## src/rtl/sdram_loader_if.sv

```systemverilog
// sdram_loader_if: byte-wide SDRAM controller bus.
// master (loader) drives addr/din/we/rd; slave (controller) drives dout/ready.
//   addr  25  byte address
//   din    8  write data
//   we     1  write strobe
//   rd     1  read strobe
//   dout   8  read data
//   ready  1  controller idle / access complete
interface sdram_loader_if;
    logic [24:0] addr;
    logic [7:0]  din;
    logic        we;
    logic        rd;
    logic [7:0]  dout;
    logic        ready;
    modport master (output addr, din, we, rd, input dout, ready);
    modport slave  (input addr, din, we, rd, output dout, ready);
endinterface

```

## src/rtl/sdram_loader.sv

```systemverilog
// sdram_loader: buffers the HPS ioctl download in a small FIFO and replays each byte,
// plus single-byte CPU reads, into the SDRAM controller's strobe/ready handshake.
//   clk, reset_n        system clock, synchronous active-low reset
//   ioctl_download/wr   download window and one-cycle byte-valid pulse
//   ioctl_addr/dout     download byte address and data
//   ioctl_wait          registered backpressure to the HPS
//   cpu_rd/cpu_addr     level read request (rising edge starts a read) and its address
//   cpu_dout/cpu_ready  read data and its one-cycle valid pulse
//   mem                 controller bus (master side)
//   load_done           one-cycle pulse once a finished download is fully committed
//   overflow            sticky: a byte was dropped on a full FIFO
module sdram_loader #(
    parameter int FIFO_DEPTH = 4,
    parameter int GUARD      = 2
) (
    input  logic                  clk,
    input  logic                  reset_n,
    input  logic                  ioctl_download,
    input  logic                  ioctl_wr,
    input  logic [24:0]           ioctl_addr,
    input  logic [7:0]            ioctl_dout,
    output logic                  ioctl_wait,
    input  logic                  cpu_rd,
    input  logic [24:0]           cpu_addr,
    output logic [7:0]            cpu_dout,
    output logic                  cpu_ready,
    sdram_loader_if.master        mem,
    output logic                  load_done,
    output logic                  overflow
);
    localparam int AW = $clog2(FIFO_DEPTH);
    localparam int CW = AW + 1;
    localparam int GW = (GUARD > 1) ? $clog2(GUARD + 1) : 1;

    typedef enum logic [2:0] {IDLE, STROBE, GUARD_W, WAIT_RDY, DONE} state_t;

    logic [32:0]   fifo_mem [FIFO_DEPTH];
    logic [32:0]   head;
    logic          empty, full, push, push_ok, pop;
    state_t        state_q, state_d;
    logic [AW-1:0] wr_ptr_q, wr_ptr_d, rd_ptr_q, rd_ptr_d;
    logic [CW-1:0] count_q, count_d;
    logic [GW-1:0] guard_q, guard_d;
    logic          op_rd_q, op_rd_d;
    logic [24:0]   mem_addr_q, mem_addr_d, rd_addr_q, rd_addr_d;
    logic [7:0]    mem_din_q, mem_din_d, cpu_dout_q, cpu_dout_d;
    logic          mem_we_q, mem_we_d, mem_rd_q, mem_rd_d;
    logic          cpu_ready_q, cpu_ready_d, pend_q, pend_d;
    logic          cpu_rd_prev_q, cpu_rd_prev_d, dl_prev_q, dl_prev_d;
    logic          fall_pend_q, fall_pend_d, load_done_q, load_done_d;
    logic          ioctl_wait_q, ioctl_wait_d, overflow_q, overflow_d;

    always_comb begin
        empty         = count_q == '0;
        full          = count_q == CW'(FIFO_DEPTH);
        push          = ioctl_wr & ioctl_download;
        push_ok       = push & ~full;
        pop           = (state_q == IDLE) & ~empty;
        head          = fifo_mem[rd_ptr_q];
        wr_ptr_d      = wr_ptr_q + AW'(push_ok);
        rd_ptr_d      = rd_ptr_q + AW'(pop);
        count_d       = count_q + CW'(push_ok) - CW'(pop);
        overflow_d    = overflow_q | (push & full);
        // Asserting one entry early leaves a slot for a pulse already in flight.
        ioctl_wait_d  = count_q >= CW'(FIFO_DEPTH - 1);
        cpu_rd_prev_d = cpu_rd;
        dl_prev_d     = ioctl_download;
        state_d       = state_q;
        guard_d       = guard_q;
        op_rd_d       = op_rd_q;
        mem_addr_d    = mem_addr_q;
        mem_din_d     = mem_din_q;
        mem_we_d      = 1'b0;
        mem_rd_d      = 1'b0;
        cpu_dout_d    = cpu_dout_q;
        cpu_ready_d   = 1'b0;
        pend_d        = pend_q;
        rd_addr_d     = rd_addr_q;
        case (state_q)
            IDLE: begin
                // Writes win over reads; reads also wait out the download window.
                if (!empty) begin
                    mem_addr_d = head[32:8];
                    mem_din_d  = head[7:0];
                    mem_we_d   = 1'b1;
                    op_rd_d    = 1'b0;
                    state_d    = STROBE;
                end else if (pend_q && !ioctl_download) begin
                    mem_addr_d = rd_addr_q;
                    mem_rd_d   = 1'b1;
                    op_rd_d    = 1'b1;
                    state_d    = STROBE;
                end
            end
            STROBE: begin
                guard_d = GW'(GUARD);
                state_d = GUARD_W;
            end
            GUARD_W: begin
                // ready is still high from before the strobe; ignore it here.
                guard_d = guard_q - GW'(1);
                if (guard_q <= GW'(1)) state_d = WAIT_RDY;
            end
            WAIT_RDY: begin
                if (mem.ready) begin
                    state_d = IDLE;
                    if (op_rd_q) begin
                        cpu_dout_d  = mem.dout;
                        cpu_ready_d = 1'b1;
                        pend_d      = 1'b0;
                    end
                end
            end
            default: state_d = IDLE;
        endcase
        // A new edge after the completion check so a coincident request is not lost.
        if (cpu_rd && !cpu_rd_prev_q) begin
            pend_d    = 1'b1;
            rd_addr_d = cpu_addr;
        end
        fall_pend_d = fall_pend_q | (dl_prev_q & ~ioctl_download);
        load_done_d = (state_q == IDLE) & empty & ~ioctl_download & fall_pend_d;
        if (load_done_d) fall_pend_d = 1'b0;
    end

    always_ff @(posedge clk) begin
        if (push_ok) fifo_mem[wr_ptr_q] <= {ioctl_addr, ioctl_dout};
        if (!reset_n) begin
            state_q       <= IDLE;
            wr_ptr_q      <= '0;
            rd_ptr_q      <= '0;
            count_q       <= '0;
            guard_q       <= '0;
            op_rd_q       <= 1'b0;
            mem_addr_q    <= '0;
            mem_din_q     <= '0;
            mem_we_q      <= 1'b0;
            mem_rd_q      <= 1'b0;
            cpu_dout_q    <= '0;
            cpu_ready_q   <= 1'b0;
            pend_q        <= 1'b0;
            rd_addr_q     <= '0;
            cpu_rd_prev_q <= 1'b0;
            dl_prev_q     <= 1'b0;
            fall_pend_q   <= 1'b0;
            load_done_q   <= 1'b0;
            ioctl_wait_q  <= 1'b0;
            overflow_q    <= 1'b0;
        end else begin
            state_q       <= state_d;
            wr_ptr_q      <= wr_ptr_d;
            rd_ptr_q      <= rd_ptr_d;
            count_q       <= count_d;
            guard_q       <= guard_d;
            op_rd_q       <= op_rd_d;
            mem_addr_q    <= mem_addr_d;
            mem_din_q     <= mem_din_d;
            mem_we_q      <= mem_we_d;
            mem_rd_q      <= mem_rd_d;
            cpu_dout_q    <= cpu_dout_d;
            cpu_ready_q   <= cpu_ready_d;
            pend_q        <= pend_d;
            rd_addr_q     <= rd_addr_d;
            cpu_rd_prev_q <= cpu_rd_prev_d;
            dl_prev_q     <= dl_prev_d;
            fall_pend_q   <= fall_pend_d;
            load_done_q   <= load_done_d;
            ioctl_wait_q  <= ioctl_wait_d;
            overflow_q    <= overflow_d;
        end
    end

    assign mem.addr   = mem_addr_q;
    assign mem.din    = mem_din_q;
    assign mem.we     = mem_we_q;
    assign mem.rd     = mem_rd_q;
    assign cpu_dout   = cpu_dout_q;
    assign cpu_ready  = cpu_ready_q;
    assign ioctl_wait = ioctl_wait_q;
    assign load_done  = load_done_q;
    assign overflow   = overflow_q;
endmodule

```

## src/flat_wrapper.sv

```systemverilog
// flat-port wrapper written by rule: the top's interface ports become plain ports
module sdram_loader_flat 
#(
    parameter int FIFO_DEPTH = 4,
    parameter int GUARD      = 2
)
  (clk, reset_n, ioctl_download, ioctl_wr, ioctl_addr, ioctl_dout, ioctl_wait, cpu_rd, cpu_addr, cpu_dout, cpu_ready, load_done, overflow, mem_addr, mem_din, mem_we, mem_rd, mem_dout, mem_ready);
  sdram_loader_if mem_i ();
  input  logic clk;
  input  logic reset_n;
  input  logic ioctl_download;
  input  logic ioctl_wr;
  input  logic [24:0] ioctl_addr;
  input  logic [7:0] ioctl_dout;
  output logic ioctl_wait;
  input  logic cpu_rd;
  input  logic [24:0] cpu_addr;
  output logic [7:0] cpu_dout;
  output logic cpu_ready;
  output logic load_done;
  output logic overflow;
  output wire logic [$bits(mem_i.addr)-1:0] mem_addr;
  output wire logic [$bits(mem_i.din)-1:0] mem_din;
  output wire logic [$bits(mem_i.we)-1:0] mem_we;
  output wire logic [$bits(mem_i.rd)-1:0] mem_rd;
  input wire logic [$bits(mem_i.dout)-1:0] mem_dout;
  input wire logic [$bits(mem_i.ready)-1:0] mem_ready;
  assign mem_addr = mem_i.addr;
  assign mem_din = mem_i.din;
  assign mem_we = mem_i.we;
  assign mem_rd = mem_i.rd;
  assign mem_i.dout = mem_dout;
  assign mem_i.ready = mem_ready;
  sdram_loader #(.FIFO_DEPTH(FIFO_DEPTH), .GUARD(GUARD)) u_core (.clk(clk), .reset_n(reset_n), .ioctl_download(ioctl_download), .ioctl_wr(ioctl_wr), .ioctl_addr(ioctl_addr), .ioctl_dout(ioctl_dout), .ioctl_wait(ioctl_wait), .cpu_rd(cpu_rd), .cpu_addr(cpu_addr), .cpu_dout(cpu_dout), .cpu_ready(cpu_ready), .mem(mem_i), .load_done(load_done), .overflow(overflow));
endmodule
```

## config.mk

```make
export PLATFORM = sky130hd
export DESIGN_NAME = sdram_loader_flat
export DESIGN_NICKNAME = d
export VERILOG_FILES = /design/src/rtl/sdram_loader_if.sv /design/src/rtl/sdram_loader.sv /design/src/flat_wrapper.sv
export SDC_FILE = /design/constraint.sdc
export NUM_CORES = 1
export LEC_CHECK = 0
export CAP_MARGIN = 20
export CORE_MARGIN = 2
export CORE_UTILIZATION = 50
export CTS_CLUSTER_SIZE = 40
export DETAILED_ROUTE_END_ITERATION = 16
export PLACE_DENSITY = 0.74
export SYNTH_ARGS = -nofsm -noshare
export SYNTH_HDL_FRONTEND = slang
export SYNTH_SLANG_ARGS = --single-unit
```

## constraint.sdc

```tcl
create_clock -name clk -period 5.55 [get_ports clk]
set_clock_uncertainty 0.05 [all_clocks]
set_input_delay 1.11 -clock clk [delete_from_list [all_inputs] [get_ports clk]]
set_output_delay 1.11 -clock clk [all_outputs]
set_load 0.03 [all_outputs]
```

Word-level counts from Yosys, hierarchy flattened
Memories as Yosys holds them, arrays and structs flattened. A register that Yosys moved wholly into a read port is not among the register bits.
Index checks and enable logic that the tools add are counted.

word-level totals
  bits in registers = 89
  bits in writable memories = 132
  memories kept = 1
  bits of input ports = 72
  output and inout bits = 47

memory list
  name             words  bits a word  read ports  clocked after memory_dff  wr ports  line                RTL
  u_core.fifo_mem  4      33           1           1                         1         sdram_loader.sv:37  logic [32:0] fifo_mem [FIFO_DEPTH];

operators by class
  add/subtract/negate cells = 5
  bitwise operators = 14
  reductions and logical operators = 19
  eq/ne operators = 8
  magnitude comparators = 2
  multiplexer cells = 20

operators with widths
  operator                                                         count
  two-way mux 25 bit                                               2
  AND reduction 3 bit                                              5
  two-way mux 3 bit                                                4
  case mux 3 bit (4 select lines)                                  1
  two-way mux 1 bit                                                11
  bitwise AND 1 bit                                                8
  nonzero test 2 bit                                               4
  equality test 3 x 2 -> 1 bit (second input constant)             2
  zero test 3 bit                                                  2
  AND reduction 2 bit                                              3
  adder 2 x 1 -> 2 bit                                             2
  inequality test 2 bit (second input constant)                    2
  NOT 1 bit                                                        4
  case mux 2 bit (2 select lines)                                  1
  adder 3 x 1 -> 3 bit                                             1
  equality test 3 x 1 -> 1 bit (second input constant)             1
  equality test 3 bit (second input constant)                      1
  >= comparator 3 x 2 -> 1 bit (second input constant)             1
  inequality test 3 bit (second input constant)                    1
  subtractor 3 x 1 -> 3 bit                                        1
  less-or-equal comparator 2 x 1 -> 1 bit (second input constant)  1
  logical AND 1 bit                                                2
  zero test 1 bit                                                  2
  two-way mux 2 bit                                                1
  4 further kinds                                                  5

Longest topological paths before layout
  depth after elaboration = 5
  gate-level depth with buffers = 10
  mapped depth without buffers = 9

Worst setup path before layout
Ideal clock, no wire load.

  kind = input-to-reg
  from = input ioctl_download
  to = memory u_core.fifo_mem[1][0] (enable)
  slack = 1.297 ns
  required time = 5.029 ns
  arrival time = 3.732 ns
  buffers on the path = 0
  stages = 2
  path through = nand3_1 nor3b_1

between the ends
  longest elaborated chain between the ends = 4

ends and longest elaborated chain
  what                                     line                 RTL
  from (decl)                              flat_wrapper.sv:11   input logic ioctl_download;
  bitwise AND 1 bit                        sdram_loader.sv:56   push = ioctl_wr & ioctl_download;
  bitwise AND 1 bit                        sdram_loader.sv:57   push_ok = push & ~full;
  two-way mux 1 bit                        sdram_loader.sv:127  if (push_ok) fifo_mem[wr_ptr_q] <= {ioctl_addr, ioctl_dout};
  two-way mux 1 bit (not written as such)  sdram_loader.sv:127
  to (decl)                                sdram_loader.sv:37

No other way between the ends.

Worst setup path after layout
  from = input ioctl_download
  to = memory u_core.fifo_mem[3][24] (enable)

The elaborated chain is that of the path after synthesis.

==> run_summary.xml <==
<?xml version="1.0" encoding="UTF-8"?>
<metrics>
  <group name="status">
    <metric name="run_status" unit="">finished clean</metric>
  </group>
  <group name="pwr">
    <metric name="share_clk_of_total_power" unit="">0.290</metric>
    <metric name="vdd.ir_drop.worst" unit="V">0.000197</metric>
    <metric name="internal_dissipation" unit="uW">3210</metric>
    <metric name="power.leakage" unit="uW">0.00346</metric>
    <metric name="switching_power" unit="uW">1380</metric>
    <metric name="p_per_area" unit="mW/mm2">448</metric>
    <metric name="seq_power_share" unit="">0.447</metric>
    <metric name="comb_power_share" unit="">0.262</metric>
    <metric name="switching_share" unit="">0.300</metric>
  </group>
  <group name="global_routing">
    <metric name="grt_max_degree" unit="">90</metric>
    <metric name="grt_overflow" unit="">0</metric>
    <metric name="first_global_vias" unit="">5145</metric>
    <metric name="grt.total_usage" unit="">0.193</metric>
    <metric name="grt_first_pass_wirelength" unit="mm">26.9</metric>
    <metric name="antenna_found_initial" unit="">0</metric>
  </group>
  <group name="sta">
    <metric name="hold-worst-slack" unit="ps">416</metric>
    <metric name="timing.final.ws_setup" unit="ps">2710</metric>
    <metric name="slew_headroom" unit="">0.266</metric>
    <metric name="worst_pin_slew" unit="ps">1100</metric>
    <metric name="report.final.slew_viol_count" unit="">0</metric>
    <metric name="grt_setup_unrepaired" unit="">no</metric>
    <metric name="timing_hold_violations_final" unit="">0</metric>
    <metric name="timing.final.crit_share" unit="">0.513</metric>
    <metric name="min_period" unit="ps">2840</metric>
    <metric name="max_freq" unit="MHz">351</metric>
    <metric name="tns" unit="ps">0</metric>
    <metric name="setup_violating_endpoint_count_in_the_final_report" unit="">0</metric>
  </group>
  <group name="setup_path">
    <metric name="worstPathBufferInverterCount" unit="">2</metric>
    <metric name="worst_path_class_setup" unit="">input pin to register</metric>
    <metric name="critPathArrivalTime" unit="ps">2910</metric>
    <metric name="cp_data_required_time" unit="ps">5620</metric>
    <metric name="critPathSlowestCell" unit="">sky130_fd_sc_hd__and3_2</metric>
    <metric name="timing.critical_path.slowest_cell_delay" unit="ps">770</metric>
    <metric name="worst_setup_path_start_kind" unit="">input pin</metric>
    <metric name="end_kind" unit="">register</metric>
    <metric name="cp_cell_sequence" unit="">clkdlybuf4s50_1, nand3_1, inv_1, and3_2</metric>
    <metric name="cp_delay_by_family_top" unit="">simple AND/OR/NAND/NOR gates</metric>
    <metric name="timing.critical_path.fanout_max" unit="">33</metric>
  </group>
  <group name="floorplanning">
    <metric name="core_region_area" unit="mm2">0.0163</metric>
    <metric name="floorplan.rows" unit="">47</metric>
    <metric name="floorplan.die.width" unit="um">133</metric>
    <metric name="die_height" unit="um">133</metric>
    <metric name="die_area" unit="mm2">0.0176</metric>
    <metric name="pin_count" unit="">119</metric>
    <metric name="start_util" unit="">0.506</metric>
  </group>
  <group name="finish">
    <metric name="syn2layout_area_growth" unit="%">24.0</metric>
    <metric name="antenna_cells" unit="">0</metric>
    <metric name="design.final.nets" unit="">764</metric>
    <metric name="post_route_cells_drive_above_1_share" unit="">0.119</metric>
    <metric name="final_core_util" unit="">0.627</metric>
  </group>
  <group name="placement">
    <metric name="io_buffer_count" unit="">118</metric>
    <metric name="finalWeightedCongestion" unit="">0.731</metric>
    <metric name="pre_cts_slack" unit="ps">2020</metric>
    <metric name="half_perimeter_wire_length_after_placement" unit="mm">10.4</metric>
  </group>
  <group name="synth">
    <metric name="synth_cell_types" unit="">40</metric>
    <metric name="yosysWarnings" unit="">0</metric>
    <metric name="ys_ff_latch" unit="">220</metric>
    <metric name="netlist_area_pre_place" unit="mm2">0.00827</metric>
    <metric name="synth.yosys.seq_area_share" unit="">0.692</metric>
    <metric name="netlist.area_leader.share" unit="">0.479</metric>
    <metric name="synth.area.top_cells" unit="">sky130_fd_sc_hd__edfxtp_1 (48%), sky130_fd_sc_hd__dfxtp_1 (21%), sky130_fd_sc_hd__mux4_2 (9.0%), sky130_fd_sc_hd__nand2_1 (4.7%), sky130_fd_sc_hd__a21boi_0 (3.7%)</metric>
    <metric name="net_count_after_synthesis" unit="">650</metric>
    <metric name="synthDominantAreaCellType" unit="">sky130_fd_sc_hd__edfxtp_1</metric>
    <metric name="per_instance_average_area_after_synthesis" unit="um2">14.5</metric>
    <metric name="netlist_instances" unit="">570</metric>
  </group>
  <group name="clock_network">
    <metric name="cts_buffer_depth" unit="">3</metric>
    <metric name="clock_tree.htree_level_count" unit="">1</metric>
    <metric name="numClockSinks" unit="">220</metric>
    <metric name="root_buffer_selected_by_cts" unit="">sky130_fd_sc_hd__clkbuf_16</metric>
    <metric name="post-cts-setup-buffers" unit="">0</metric>
    <metric name="clk_pin_slew" unit="ps">60</metric>
    <metric name="clock_latency" unit="ps">490</metric>
    <metric name="ctsHoldBuffers" unit="">0</metric>
    <metric name="tritoncts.num_buffers" unit="">21</metric>
    <metric name="tritoncts" unit="">yes</metric>
    <metric name="cts-resized-gates" unit="">0</metric>
  </group>
  <group name="worst_hold_path">
    <metric name="worst_hold_path_type" unit="">register to register</metric>
  </group>
  <group name="drt">
    <metric name="first_iter_violations" unit="">319</metric>
    <metric name="remaining_drc_errors" unit="">0</metric>
    <metric name="drt-vias-per-instance" unit="">5.38</metric>
    <metric name="routedWlPerCell" unit="um">18.2</metric>
    <metric name="remaining_antenna_violation_count" unit="">0</metric>
    <metric name="route.final.wire_length" unit="mm">16.7</metric>
    <metric name="dr_total_vias" unit="">4940</metric>
    <metric name="detailedRoute.firstPassIterationCount" unit="">5</metric>
  </group>
  <group name="job">
    <metric name="max-cap-violations" unit="">0</metric>
  </group>
</metrics>
layout make-up:
type | count | area (um2)
Clock inverter | 9 | 73.8
Sequential cell | 220 | 5730
Fill cell | 1219 | 6090
Timing Repair Buffer | 124 | 1240
Inverter | 6 | 22.5
Multi-Input combinational cell | 311 | 2350
Clock buffer | 29 | 566
Tap cell | 220 | 275
cell usage in the layout, fill, tap and decap left out, types with 2 or more instances in the layout:
master and instances:
sky130_fd_sc_hd__a21boi_0 41, sky130_fd_sc_hd__a21oi_1 2, sky130_fd_sc_hd__a31oi_1 7, sky130_fd_sc_hd__and2_1 11, sky130_fd_sc_hd__and3_1 2, sky130_fd_sc_hd__buf_4 4
sky130_fd_sc_hd__clkbuf_1 7, sky130_fd_sc_hd__clkbuf_16 21, sky130_fd_sc_hd__clkdlybuf4s50_1 117, sky130_fd_sc_hd__clkinv_1 3, sky130_fd_sc_hd__clkinv_2 3, sky130_fd_sc_hd__dfxtp_1 86
sky130_fd_sc_hd__dfxtp_2 2, sky130_fd_sc_hd__edfxtp_1 132, sky130_fd_sc_hd__ha_1 7, sky130_fd_sc_hd__inv_1 6, sky130_fd_sc_hd__mux2i_1 2, sky130_fd_sc_hd__mux4_2 33
sky130_fd_sc_hd__nand2_1 104, sky130_fd_sc_hd__nand3_1 3, sky130_fd_sc_hd__nor2_1 22, sky130_fd_sc_hd__nor2b_1 6, sky130_fd_sc_hd__nor3b_2 2, sky130_fd_sc_hd__o21a_1 2
sky130_fd_sc_hd__o21ai_0 25, sky130_fd_sc_hd__o21ai_1 2, sky130_fd_sc_hd__o22ai_1 18, sky130_fd_sc_hd__o31a_1 2, sky130_fd_sc_hd__xnor2_1 3, sky130_fd_sc_hd__xor2_1 2
per-stage QoR:
| step | std cells | power, uW | instance area (um2) |
|---|---|---|---|
| after detailed placement | 879 | 3300 | 9580 |
| after floorplan | 570 | 2930 | 8270 |
| after CTS | 917 | 4630 | 10200 |
| final | 919 | 4590 | 10300 |
| after global routing | 919 | 4810 | 10300 |
| after global placement | 879 | 3260 | 9580 |
power groups by stage:
stage                     sequential, uW  clock (uW)  combinational, uW
final                               2050        1330               1200
after global routing                2080        1430               1300
after CTS                           2060        1350               1220
after detailed placement            2090           0               1210
after global placement              2080           0               1180
after floorplan                     2190           0                738
metal layers:
layer | wire (um) | vias to the layer above | track usage
li1 | - | 2312 | -
met1 | 6940 | 2435 | 0.246
met2 | 8600 | 167 | 0.343
met3 | 908 | 26 | 0.0310
met4 | 297 | 0 | 0.0526
met5 | 0 | - | 0
sequential cells by signal, indices dropped and copies added (netlist names), 2 cells and up:
register          cells
u_core.fifo_mem     132
u_core.mem.addr      25
u_core.rd_addr_q     25
u_core.cpu_dout       8
u_core.mem.din        8
u_core.count_q        3
u_core.guard_q        2
u_core.rd_ptr_q       2
u_core.state_q        2
u_core.wr_ptr_q       2
Yosys cell counts:
| cell | count |
|---|---|
| sky130_fd_sc_hd__o221a_2 | 1 |
| sky130_fd_sc_hd__nor2_1 | 23 |
| sky130_fd_sc_hd__o211a_1 | 1 |
| sky130_fd_sc_hd__o21ai_1 | 2 |
| sky130_fd_sc_hd__mux2i_1 | 2 |
| sky130_fd_sc_hd__a21oi_1 | 2 |
| sky130_fd_sc_hd__nor3b_1 | 2 |
| sky130_fd_sc_hd__nor2b_1 | 7 |
| sky130_fd_sc_hd__fa_1 | 1 |
| sky130_fd_sc_hd__edfxtp_1 | 132 |
| sky130_fd_sc_hd__buf_4 | 1 |
| sky130_fd_sc_hd__buf_6 | 7 |
| sky130_fd_sc_hd__xor2_1 | 2 |
| sky130_fd_sc_hd__a221oi_2 | 1 |
| sky130_fd_sc_hd__mux4_2 | 33 |
| sky130_fd_sc_hd__nand2b_1 | 1 |
| sky130_fd_sc_hd__nor3_4 | 1 |
| sky130_fd_sc_hd__nand2_8 | 1 |
| sky130_fd_sc_hd__a31oi_1 | 7 |
| sky130_fd_sc_hd__nand3_1 | 3 |
| sky130_fd_sc_hd__nor3b_2 | 1 |
| sky130_fd_sc_hd__and3_1 | 3 |
| sky130_fd_sc_hd__buf_2 | 7 |
| sky130_fd_sc_hd__and2_1 | 11 |
| sky130_fd_sc_hd__or3_4 | 1 |
| sky130_fd_sc_hd__nor3_1 | 1 |
| sky130_fd_sc_hd__o21a_1 | 2 |
| sky130_fd_sc_hd__ha_1 | 7 |
| sky130_fd_sc_hd__o22ai_1 | 18 |
| sky130_fd_sc_hd__a21boi_2 | 1 |
| sky130_fd_sc_hd__a21boi_0 | 41 |
| sky130_fd_sc_hd__dfxtp_1 | 88 |
| sky130_fd_sc_hd__inv_1 | 6 |
| sky130_fd_sc_hd__clkbuf_1 | 17 |
| sky130_fd_sc_hd__xnor2_1 | 3 |
| sky130_fd_sc_hd__nand2_1 | 104 |
| sky130_fd_sc_hd__clkbuf_4 | 1 |
| sky130_fd_sc_hd__o21ai_0 | 25 |
| sky130_fd_sc_hd__o21a_4 | 1 |
| sky130_fd_sc_hd__o31a_1 | 2 |
kinds of logic (layout without fill, tap and decap cells):
group	Yosys count	in the layout	synth area share
simple gates	159	159	0.0858
xor+xnor	5	5	0.00530
flops	220	220	0.692
compound gates	104	104	0.0852
buf+inv	39	168	0.0260
fa+ha+maj	8	8	0.0130
mux	35	35	0.0923
worst paths after layout:
kind	slack, ps	end	depth (start not counted)	from
setup reg to reg	3020	u_core.count_q[2]$_SDFF_PN0_	7	u_core.state_q[0]$_SDFFE_PN0P_
hold / removal	420	u_core.rd_addr_q[4]$_SDFFE_PN0P_	2	u_core.rd_addr_q[4]$_SDFFE_PN0P_
hold reg to reg	420	u_core.rd_addr_q[4]$_SDFFE_PN0P_	2	u_core.rd_addr_q[4]$_SDFFE_PN0P_
setup / recovery	2710	u_core.fifo_mem[3][24]$_DFFE_PP_	4	ioctl_download
tightest hold or removal path: stages (launching register included):
cell	delay, ps
sky130_fd_sc_hd__dfxtp_1	310
sky130_fd_sc_hd__nand2_1	40
sky130_fd_sc_hd__a21boi_0	60
Power figures use the tool's default switching activity.
